==> config.mk <==
export PLATFORM = sky130hd
export DESIGN_NAME = fetch_req_ctrl
export DESIGN_NICKNAME = d
export VERILOG_FILES = /design/src/rtl/fetch_req_ctrl_pkg.sv /design/src/rtl/fetch_req_ctrl_updown_cnt.sv /design/src/rtl/fetch_req_ctrl.sv
export SDC_FILE = /design/constraint.sdc
export NUM_CORES = 1
export LEC_CHECK = 0
export CAP_MARGIN = 10
export CORE_MARGIN = 2
export CORE_UTILIZATION = 49
export CTS_CLUSTER_SIZE = 12
export DETAILED_ROUTE_END_ITERATION = 8
export GPL_ROUTABILITY_DRIVEN = 0
export PLACE_DENSITY = 0.8
export REMOVE_ABC_BUFFERS = 1
export SLEW_MARGIN = 20
export SYNTH_ARGS = -nofsm -noshare
export SYNTH_HDL_FRONTEND = slang
export SYNTH_HIERARCHICAL = 1
export SYNTH_SLANG_ARGS = --single-unit
==> constraint.sdc <==
create_clock -name clk -period 3.2 [get_ports clk]
set_input_delay 0.64 -clock clk [delete_from_list [all_inputs] [get_ports clk]]
set_output_delay 0.64 -clock clk [all_outputs]
set_load 0.1 [all_outputs]
==> src/rtl/fetch_req_ctrl_pkg.sv <==
// Shared definitions for the instruction-fetch request controller:
// FSM encodings, reset PC, instruction step and the {pc, instr} entry
// layout used by the fetch controller, instruction buffer and decode.
package fetch_req_ctrl_pkg;

    typedef enum logic {
        S_BOOT  = 1'b0,
        S_FETCH = 1'b1
    } state_t;

    localparam logic [31:0] DEF_RESET_PC   = 32'hBFC0_0000;
    localparam int          INSTR_STEP     = 4;
    localparam int          DEF_ADDR_WIDTH = 32;
    localparam int          DEF_DATA_WIDTH = 32;

    // Buffer entry layout: PC in the upper field, instruction word below.
    typedef struct packed {
        logic [DEF_ADDR_WIDTH-1:0] pc;
        logic [DEF_DATA_WIDTH-1:0] instr;
    } fetch_entry_t;

    function automatic fetch_entry_t make_entry(input logic [DEF_ADDR_WIDTH-1:0] pc,
                                                input logic [DEF_DATA_WIDTH-1:0] instr);
        fetch_entry_t e;
        e.pc    = pc;
        e.instr = instr;
        return e;
    endfunction

endpackage

==> src/rtl/fetch_req_ctrl_updown_cnt.sv <==
// updown_cnt: plain up/down counter with synchronous load (load wins).
// A simultaneous inc and dec leaves the count unchanged. No saturation:
// the surrounding logic guarantees the count stays in range.
module updown_cnt #(
    parameter int              W       = 3,
    parameter logic [W-1:0]    RST_VAL = '0
) (
    input  logic         clk,
    input  logic         resetn,
    input  logic         load,
    input  logic [W-1:0] load_val,
    input  logic         inc,
    input  logic         dec,
    output logic [W-1:0] cnt
);

    // Count register: load has priority over inc/dec.
    always_ff @(posedge clk or negedge resetn) begin
        if (!resetn) begin
            cnt <= RST_VAL;
        end else if (load) begin
            cnt <= load_val;
        end else begin
            cnt <= cnt + W'(inc) - W'(dec);
        end
    end

endmodule

==> src/rtl/fetch_req_ctrl.sv <==
// fetch_req_ctrl: sequential instruction-fetch request generator with
// outstanding-request and downstream-credit tracking. Responses to
// requests issued before a flush are discarded via the cancel counter.
// Optional macro FETCH_PERF_CNT_EN adds perf_kept / perf_dropped counters.
module fetch_req_ctrl
    import fetch_req_ctrl_pkg::*;
#(
    parameter int                      ADDR_WIDTH = 32,
    parameter int                      DATA_WIDTH = 32,
    parameter int                      MAX_OUTST  = 4,
    parameter int                      BUF_SLOTS  = 3,
    parameter int                      CNT_WIDTH  = 3,
    parameter logic [ADDR_WIDTH-1:0]   RESET_PC   = ADDR_WIDTH'(DEF_RESET_PC)
) (
    input  logic                             clk,
    input  logic                             resetn,
    input  logic                             flush,
    input  logic [ADDR_WIDTH-1:0]            flush_pc,
    output logic                             req_valid,
    input  logic                             req_ready,
    output logic [ADDR_WIDTH-1:0]            req_addr,
    input  logic                             resp_valid,
    input  logic [DATA_WIDTH-1:0]            resp_data,
    output logic                             buf_wen,
    output logic [ADDR_WIDTH+DATA_WIDTH-1:0] buf_data,
    input  logic                             buf_pop,
    output logic                             buf_clear
`ifdef FETCH_PERF_CNT_EN
    ,
    output logic [31:0]                      perf_kept,
    output logic [31:0]                      perf_dropped
`endif
);

    localparam logic [ADDR_WIDTH-1:0] STEP      = ADDR_WIDTH'(INSTR_STEP);
    localparam logic [CNT_WIDTH-1:0]  OUTST_MAX = CNT_WIDTH'(MAX_OUTST);
    localparam logic [CNT_WIDTH-1:0]  SLOTS     = CNT_WIDTH'(BUF_SLOTS);

    state_t                          state;
    state_t                          state_nxt;
    logic [ADDR_WIDTH-1:0]           pc;
    logic [ADDR_WIDTH-1:0]           resp_pc;
    logic [CNT_WIDTH-1:0]            outst;
    logic [CNT_WIDTH-1:0]            credit;
    logic [CNT_WIDTH-1:0]            cancel;
    logic                            wen_q;
    logic [ADDR_WIDTH+DATA_WIDTH-1:0] data_q;
    logic                            issue;
    logic                            cancel_nz;
    logic                            keep;

    assign issue     = req_valid & req_ready;
    assign cancel_nz = (cancel != '0);
    // A response survives only if nothing is being cancelled and no flush is in progress.
    assign keep      = resp_valid & !cancel_nz & !flush;

    // FSM state register.
    always_ff @(posedge clk or negedge resetn) begin
        if (!resetn) begin
            state <= S_BOOT;
        end else begin
            state <= state_nxt;
        end
    end

    // FSM next state: one boot cycle, then fetch forever; flush does not affect state.
    always_comb begin
        state_nxt = state;
        case (state)
            S_BOOT:  state_nxt = S_FETCH;
            S_FETCH: state_nxt = S_FETCH;
            default: state_nxt = S_BOOT;
        endcase
    end

    // FSM outputs: request gating, buffer write/clear.
    always_comb begin
        req_valid = (state == S_FETCH) & !flush & (credit != '0) & (outst != OUTST_MAX);
        req_addr  = pc;
        buf_wen   = wen_q & !flush;
        buf_data  = data_q;
        buf_clear = flush;
    end

    // Request and response PCs; flush redirects both.
    always_ff @(posedge clk or negedge resetn) begin
        if (!resetn) begin
            pc      <= RESET_PC;
            resp_pc <= RESET_PC;
        end else if (flush) begin
            pc      <= flush_pc;
            resp_pc <= flush_pc;
        end else begin
            if (issue) begin
                pc <= pc + STEP;
            end
            if (keep) begin
                resp_pc <= resp_pc + STEP;
            end
        end
    end

    // Buffer write stage: register surviving responses tagged with their PC.
    always_ff @(posedge clk or negedge resetn) begin
        if (!resetn) begin
            wen_q  <= 1'b0;
            data_q <= '0;
        end else begin
            wen_q <= keep;
            if (keep) begin
                data_q <= {resp_pc, resp_data};
            end
        end
    end

    // In-flight requests, including cancelled ones; never reloaded by flush.
    updown_cnt #(.W(CNT_WIDTH), .RST_VAL('0)) u_outst (
        .clk      (clk),
        .resetn   (resetn),
        .load     (1'b0),
        .load_val ('0),
        .inc      (issue),
        .dec      (resp_valid),
        .cnt      (outst)
    );

    // Free buffer slots, reserved at issue; flush empties the buffer so credit refills.
    updown_cnt #(.W(CNT_WIDTH), .RST_VAL(SLOTS)) u_credit (
        .clk      (clk),
        .resetn   (resetn),
        .load     (flush),
        .load_val (SLOTS),
        .inc      (buf_pop),
        .dec      (issue),
        .cnt      (credit)
    );

    // Responses still to discard; a response in the flush cycle is already accounted for.
    updown_cnt #(.W(CNT_WIDTH), .RST_VAL('0)) u_cancel (
        .clk      (clk),
        .resetn   (resetn),
        .load     (flush),
        .load_val (outst - CNT_WIDTH'(resp_valid)),
        .inc      (1'b0),
        .dec      (resp_valid & cancel_nz),
        .cnt      (cancel)
    );

`ifdef FETCH_PERF_CNT_EN
    // Performance counters: pushes into the buffer and discarded responses.
    always_ff @(posedge clk or negedge resetn) begin
        if (!resetn) begin
            perf_kept    <= '0;
            perf_dropped <= '0;
        end else begin
            if (buf_wen) begin
                perf_kept <= perf_kept + 32'd1;
            end
            if (resp_valid & (cancel_nz | flush)) begin
                perf_dropped <= perf_dropped + 32'd1;
            end
        end
    end
`endif

endmodule

==> results of run 1 <==
## worst max-delay path, stage by stage
cell             delay (ns)
clkdlybuf4s50_1        0.46
inv_1                  0.04
or4_4                  0.53
inv_2                  0.07
ha_1                   0.13
inv_1                  0.04
ha_1                   0.19
fa_1                   0.39
xnor3_1                0.37
mux2_2                 0.27
## cells in the final DEF (no fill, tap or decap), drive strengths merged, types with 5 or more instances in the layout
| master | n |
|---|---|
| clkdlybuf4s50 | 67 |
| nand3 | 37 |
| a31oi | 5 |
| or3 | 6 |
| xor2 | 26 |
| buf | 110 |
| conb | 11 |
| xnor2 | 6 |
| clkinv | 5 |
| inv | 27 |
| o211ai | 12 |
| o21ai | 43 |
| a21boi | 6 |
| nor4 | 5 |
| mux2 | 75 |
| and3 | 7 |
| nand2 | 58 |
| nor3 | 7 |
| ha | 10 |
| clkbuf | 25 |
| dfrtp | 119 |
| nor2 | 16 |
| dfstp | 20 |
| nand4 | 25 |
| o311ai | 9 |
## metrics by stage
stage               setup slack [ns]  std cells
finish                        0.3833        952
global route                  0.2669        952
CTS                           0.3926        952
detailed placement          -0.05098        920
floorplan                     -1.240        566
global placement             0.06485        920
## area by class of cell
class	instances	area (µm²)	share of cell area, %
clock inverter	8	143.9	1.617
multi-input combinational	399	2919	32.81
clock buffer	24	471.7	5.302
inverter	28	105.1	1.181
tap	176	220.2	2.475
sequential	139	3503	39.38
timing repair buffer	178	1533	17.23
## routing by layer
layer | routed length [µm] | vias up
met1 | 6844 | 2560
met4 | 364 | 0
met5 | 0 | -
li1 | - | 2437
met3 | 1273 | 30
met2 | 7592 | 191
## flip-flops by register name (all words and copies together), names as in the netlist
register and flops:
req_addr 32, u_cancel/cnt 3, resp_pc 32, buf_data 64, wen_q 1, u_credit/cnt 3, u_outst/cnt 3, state 1
## logic make-up (layout without fill, tap and decap cells)
logic type | after synthesis | count (layout) | share of synthesized area, %
buf+inv | 55 | 238 | 3.537
fa+ha+maj | 13 | 13 | 2.799
compound gates | 84 | 84 | 7.963
simple gates | 180 | 180 | 14.45
other cells | 2 | 11 | 0.1135
xor+xnor | 35 | 35 | 5.258
flops | 139 | 139 | 52.96
mux | 76 | 76 | 12.92
## final timing paths
check	to	cells after the start	slack, ns	startpoint
setup / recovery	u_credit/cnt[2]$_DFF_PN0_	10	0.38	req_ready
hold / removal	buf_data[30]$_DFFE_PN0P_	1	0.34	resetn
setup reg to reg	u_credit/cnt[2]$_DFF_PN0_	9	0.52	u_credit/cnt[1]$_DFF_PN1_
hold reg to reg	req_addr[31]$_DFFE_PN1P_	2	0.50	req_addr[31]$_DFFE_PN1P_
max in group asynchronous	req_addr[4]$_DFFE_PN0P_	2	2.07	resetn
min in group clk	req_addr[31]$_DFFE_PN1P_	2	0.50	req_addr[31]$_DFFE_PN1P_
## cells in the mapped netlist (4+ instances only)
cell      instances
ha_1             10
nand2_1          58
o21ai_0          25
dfrtp_1         119
o211ai_1         12
and2_1            4
xor2_1           26
inv_1            26
nor3_1            6
a21boi_0          6
o21ai_1          18
or3_1             6
dfstp_2          20
and3_1            7
xnor2_1           6
nand3_1          36
clkbuf_1         13
and4_1            4
mux2_2           75
nand4_1          25
o311ai_0          9
nor2_1           16
buf_2            10
a31oi_1           5
## where the power goes
part	leakage [µW]	switching (µW)	internal, µW
Sequential	0.00167	385	2320
Combinational	0.00194	3980	1250
Clock	0.000302	710	1340
==> results by group, run 1 <==
STA
  – Fmax: around 360 MHz
  – Slew @ Worst Pin: 1.065 ns
  – Slew Viols, Final: 0
  – Final worst path period share: slightly below 90%
  – Clk_skew: around 0.011 ns
  – Final-report hold violation count: 0
  – Count of final setup violators: 0
  – RSZ-0062 raised after global routing: false
  – Final min period: 2.817 ns
  – Hold_ws: between 0.3 and 0.4 ns
  – Setup TNS: 0 ns
  – Rel. slew slack: 28.77%

Synthesis
  – Mapped Cells: 584
  – Count of cell types in the netlist: 51
  – Yosys warning total: 6
  – Cell Area, Synth: ~6600 µm²
  – Synth top area share: 45.02%
  – Ys flop type: dfrtp_1
  – EDFF count, synth: 0
  – Seq/Total Area, Yosys: a little over half
  – Register bit count reported by yosys: ~140
  – Avg Inst Size Synth: roughly 11 µm²
  – Area leader, netlist: dfrtp_1
  – Async S/R FF share, synth: 100.0%
  – Synth area leaders: dfrtp_1 45%, mux2_2 13%, dfstp_2 7.9%

Clock network
  – Clk sinks: ~140
  – Resized cells post-CTS: 0
  – Root Buffer Master: clkbuf_16
  – CTS clock-pin slew for the worst setup and hold paths: around 0.060 ns
  – CTS Buf Count: 17
  – Worst skew pair latency: roughly 0.42 ns
  – TritonCTS clock tree: built
  – Hold_buf cts: 0
  – H-tree level count: 4
  – Clock buffer depth: 2
  – Post-CTS Setup Inserts: 0

Power
  – LEAKAGE: 0.003911 µW
  – Total power: 9986 µW
  – Peak supply drop: about 0.00053 V
  – PwrDens: between 1000 and 1500 nW/µm²

Final layout
  – Share of cells above drive strength 1: between 30% and 40%
  – Fillers: 1000
  – Final core utilization: between 60% and 70%
  – # diodes: 0
  – Final net count: approximately 850
  – Fin area: just under 9000 µm²
  – Area delta synth->final: 34.48%

Routing
  – DR DRC count: 0
  – Via count: approximately 5200
  – DRT Wirelength: ~16000 µm
  – Routed vias/inst: ~5.5
  – Drt first pass iters: 5
  – Detail Route Antenna Nets: 0
  – Wire per inst: around 17 µm
  – Iter 0 DRT Violations: ~350

Floorplan
  – Core ar.: ~13000 µm²
  – Num rows: 42
  – I/O pins: roughly 170
  – Initial core utilization: between 50% and 60%
  – Die area: around 14000 µm²
  – Height of the die: 120.2 µm
  – Die X-Extent: 120.2 µm

Worst hold path
  – Hold Path Class: in -> async

Setup path
  – WS Path Type: in -> reg
  – CP Max Fanout: 2
  – CP Data Arrival Time: 3.12 ns
  – CP Capture Type: flip-flop
  – Worst Path Required: approximately 3.5 ns
  – Crit path launch type: input pin

Flow run
  – Max-Cap Viols: 0

Place
  – Placed Instance Area: 8278 µm²
  – # port buffers: roughly 170
  – Post-DP HPWL: about 11000 µm

Global routing
  – Total GRT Usage: between 20% and 30%
  – Vias in the first global route: roughly 5200
  – Initial antenna violation count: 0
  – Gr ovfl total: 0
  – Met3 Use GR: about 7.2%
  – First-pass GRT wire length: approximately 26000 µm
  – Global routing met2 resource utilization: 36.86%
  – GRT busiest layer: met2
  – GR Util met1: 30.08%
  – Largest net degree at the start of global routing: between 100 and 150

Run status
  – Status: finished clean
Power figures use the tool's default switching activity.
==> run 2, diff against run 1 <==
Settings changed: CTS_CLUSTER_DIAMETER set to 200, SYNTH_HIERARCHICAL 1 to unset, TNS_END_PERCENT set to 1.
==> results by group, run 2 <==
Synthesis
  – Ys flop type: dfrtp_1
  – Avg Inst Size Synth: 11.53 µm² (+1.8%)
  – Mapped Cells: 566 (-3.1%)
  – Seq/Total Area, Yosys: 53.70% (+0.74 points)
  – EDFF count, synth: 0 (unchanged)
  – Yosys warning total: 0 (-6)
  – Post-synthesis mux area share: 12.89% (-0.030 points)
  – Post-Synth Simple-Gate Area: 14.52% (+0.068 points)
  – Count of cell types in the netlist: 55 (+7.8%)
  – Synth top area share: 45.65% (+0.63 points)
  – Main combinational cell family by area after synthesis: simple AND/OR/NAND/NOR gates
  – Post-synthesis xor/xnor area fraction: 5.236% (-0.022 points)
  – Post-synthesis compound-gate area fraction: 7.595% (-0.37 points)
  – Async S/R FF share, synth: 100.0% (unchanged)
  – Register bit count reported by yosys: 139 (unchanged)
  – Cell Area, Synth: 6524 µm² (-1.4%)
  – Most frequent cells after synthesis: 119 x dfrtp_1, 72 x mux2_2, 47 x nand2_1
  – Area leader, netlist: dfrtp_1
  – Area share of fa/ha/maj cells after synthesis: 2.532% (-0.27 points)
  – Top-count cell post-synth: dfrtp_1
  – Synth area leaders: dfrtp_1 46%, mux2_2 12%, dfstp_2 8.1%

Setup path
  – CP Capture Type: flip-flop
  – R2r setup slk: 0.73 ns (+0.21 ns)
  – WS Path Type: in -> reg
  – Crit. Startpoint: resp_valid
  – FF-to-FF End: u_credit.cnt[2]$_DFF_PN0_
  – CP Data Arrival Time: 2.79 ns (-0.33 ns)
  – Reg2Reg Launch Point: u_outst.cnt[2]$_DFF_PN0_
  – Crit path launch type: input pin
  – Slowest CP cell: clkdlybuf4s50_1
  – Cell mode on critical path: buf_4
  – Crit path capture: resp_pc[14]$_DFFE_PN0N_
  – Max stage delay on crit path: 0.53 ns (about the same)
  – CP Depth: 8 (-2)
  – Crit path max-delay family: buffers and inverters
  – CP Max Fanout: 11 (+9)
  – Worst Path Required: 3.51 ns (about the same)
  – Crit path cell chain: clkdlybuf4s50_1 -> or4b_1 -> buf_4 -> nor3_2 -> buf_4 -> nand4_1 -> xor2_1 -> a21boi_0
  – WP buf/inv: 3 (-1)
  – Reg2reg path depth: 10 (+1)

Final layout
  – Most common cell after layout, fill and taps aside: dfrtp_1
  – Most frequent cells in the layout: 119 x dfrtp_1, 109 x buf_4, 72 x mux2_2
  – Area delta synth->final: 34.31%
  – Max FFs per register: 64 (unchanged)
  – Final net count: 823 (-2.7%)
  – Final core utilization: 66.70% (-0.75 points)
  – Fin area: 8762 µm² (-1.5%)
  – # diodes: 0 (unchanged)
  – Share of cells above drive strength 1: 32.89% (+1.4 points)

Clock network
  – TritonCTS clock tree: built
  – CTS clock-pin slew for the worst setup and hold paths: 0.05 ns (about the same)
  – Resized cells post-CTS: 0 (unchanged)
  – Root Buffer Master: clkbuf_16
  – Hold_buf cts: 0 (unchanged)
  – Post-CTS Setup Inserts: 0 (unchanged)
  – H-tree level count: 4 (unchanged)
  – Clk sinks: 139 (unchanged)
  – Worst skew pair latency: 0.41 ns (about the same)
  – CTS Buf Count: 17 (unchanged)
  – Clock buffer depth: 2 (unchanged)

Run status
  – Status: finished clean

STA
  – RSZ-0062 raised after global routing: false
  – Slew Viols, Final: 0 (unchanged)
  – Slew @ Worst Pin: 0.6472 ns (-0.4174 ns)
  – Rel. slew slack: 56.85% (+28 points)
  – Count of final setup violators: 0 (unchanged)
  – Clk_skew: 0.007814 ns (-0.003170 ns)
  – Final min period: 2.476 ns (-0.3410 ns)
  – Final-report hold violation count: 0 (unchanged)
  – Fmax: 403.9 MHz (+14%)
  – Hold_ws: 0.2452 ns (-0.09816 ns)
  – Final worst path period share: 77.36% (-11 points)

Flow run
  – Max-Cap Viols: 0 (unchanged)

Floorplan
  – Initial core utilization: 49.66% (-0.49 points)
  – Die area: 14250 µm² (-1.3%)
  – I/O pins: 169 (unchanged)
  – Core ar.: 13140 µm² (-0.40%)
  – Die X-Extent: 119.4 µm (-0.67%)
  – Num rows: 42 (unchanged)
  – Height of the die: 119.4 µm (-0.67%)

Routing
  – DR DRC count: 0 (unchanged)
  – Iter 0 DRT Violations: 158 (-55%)
  – Detail Route Antenna Nets: 0 (unchanged)
  – Wire per inst: 17.25 µm (+2.2%)
  – Drt first pass iters: 4 (-1)
  – Routed vias/inst: 5.518 (+0.68%)
  – DRT Wirelength: 16040 µm (-0.20%)
  – Via count: 5132 (-1.6%)

Place
  – Post-DP HPWL: 11240 µm (-0.61%)
  – Placed Instance Area: 8197 µm² (-0.98%)
  – # port buffers: 168 (unchanged)

Global routing
  – First-pass GRT wire length: 26100 µm (-0.37%)
  – Total GRT Usage: 23.39% (+0.24 points)
  – Largest net degree at the start of global routing: 71 (-39%)
  – Initial antenna violation count: 0 (unchanged)
  – Gr ovfl total: 0 (unchanged)
  – Vias in the first global route: 5143 (-1.2%)

Power
  – Peak supply drop: 0.0007311 V (+38%)
  – PwrDens: 1105 nW/µm² (-1.6%)
  – LEAKAGE: 0.003814 µW (-2.5%)

Worst hold path
  – Hold Path Class: in -> async
-- run 2: changes by cell type after synthesis, moves of 4 or more --
| cell | delta |
|---|---|
| o311ai_0 | -4 |
| o21ai_1 | -17 |
| o21ai_0 | +6 |
| nor2_1 | +4 |
| xnor2_1 | +8 |
| or3_1 | -4 |
| nand4_1 | -4 |
| nand2_1 | -11 |
-- run 2: layout make-up --
cell class | count | area, µm²
fillers | 1053 | 4375
clock buffers | 24 | 471.7
inverters | 23 | 86.33
flip-flops and latches | 139 | 3503
clock inverters | 8 | 93.84
repair buffers | 182 | 1585
well taps | 176 | 220.2
multi-input cells | 378 | 2801
-- run 2: how the worst min path moves through the flow --
| stage | start | endpoint | slack (ns) | cells after the start |
|---|---|---|---|---|
| after floorplan | resetn | buf_data[0]$_DFFE_PN0P_ | 0.34 | 0 |
| after global placement | resp_pc[0]$_DFFE_PN0P_ | buf_data[32]$_DFFE_PN0P_ | 0.49 | 1 |
| after detailed placement | buf_data[38]$_DFFE_PN0P_ | buf_data[38]$_DFFE_PN0P_ | 0.50 | 1 |
| after CTS | resetn | buf_data[33]$_DFFE_PN0P_ | 0.25 | 1 |
| after global routing | resetn | buf_data[60]$_DFFE_PN0P_ | 0.28 | 1 |
| final | resetn | buf_data[33]$_DFFE_PN0P_ | 0.25 | 1 |
-- run 2: where the power goes --
group / total, µW / switching (µW) / internal [µW]
clock network: 1870 / 691 / 1180
logic: 5120 / 3940 / 1180
registers: 2690 / 372 / 2320
-- run 2: cells by family after synthesis --
group | after synthesis
adders and majority gates | 12
and+or+nand+nor | 174
AOI/OAI and AO/OA | 77
xor gates and xnor gates | 39
other | 1
muxes | 75
DFF | 139
buffers and inverters | 49
-- run 2: metal layers --
metal	wire length (µm)	global-route usage, %	up-vias
met4	244	7.721	0
met1	6750	29.50	2571
met3	994	5.172	20
li1	-	-	2373
met5	0	0	-
met2	8053	40.05	168
-- run 2: stage by stage --
step           setup WS, ns  setup TNS, ns  power, µW  cells
6_report             0.7243              0       9679    930
5_1_grt              0.5872              0      10050    930
4_1_cts              0.7104              0       9757    930
3_5_place_dp         0.3528              0       7852    898
3_3_place_gp         0.4119              0       7741    898
2_1_floorplan        -1.315         -85.25       6668    540
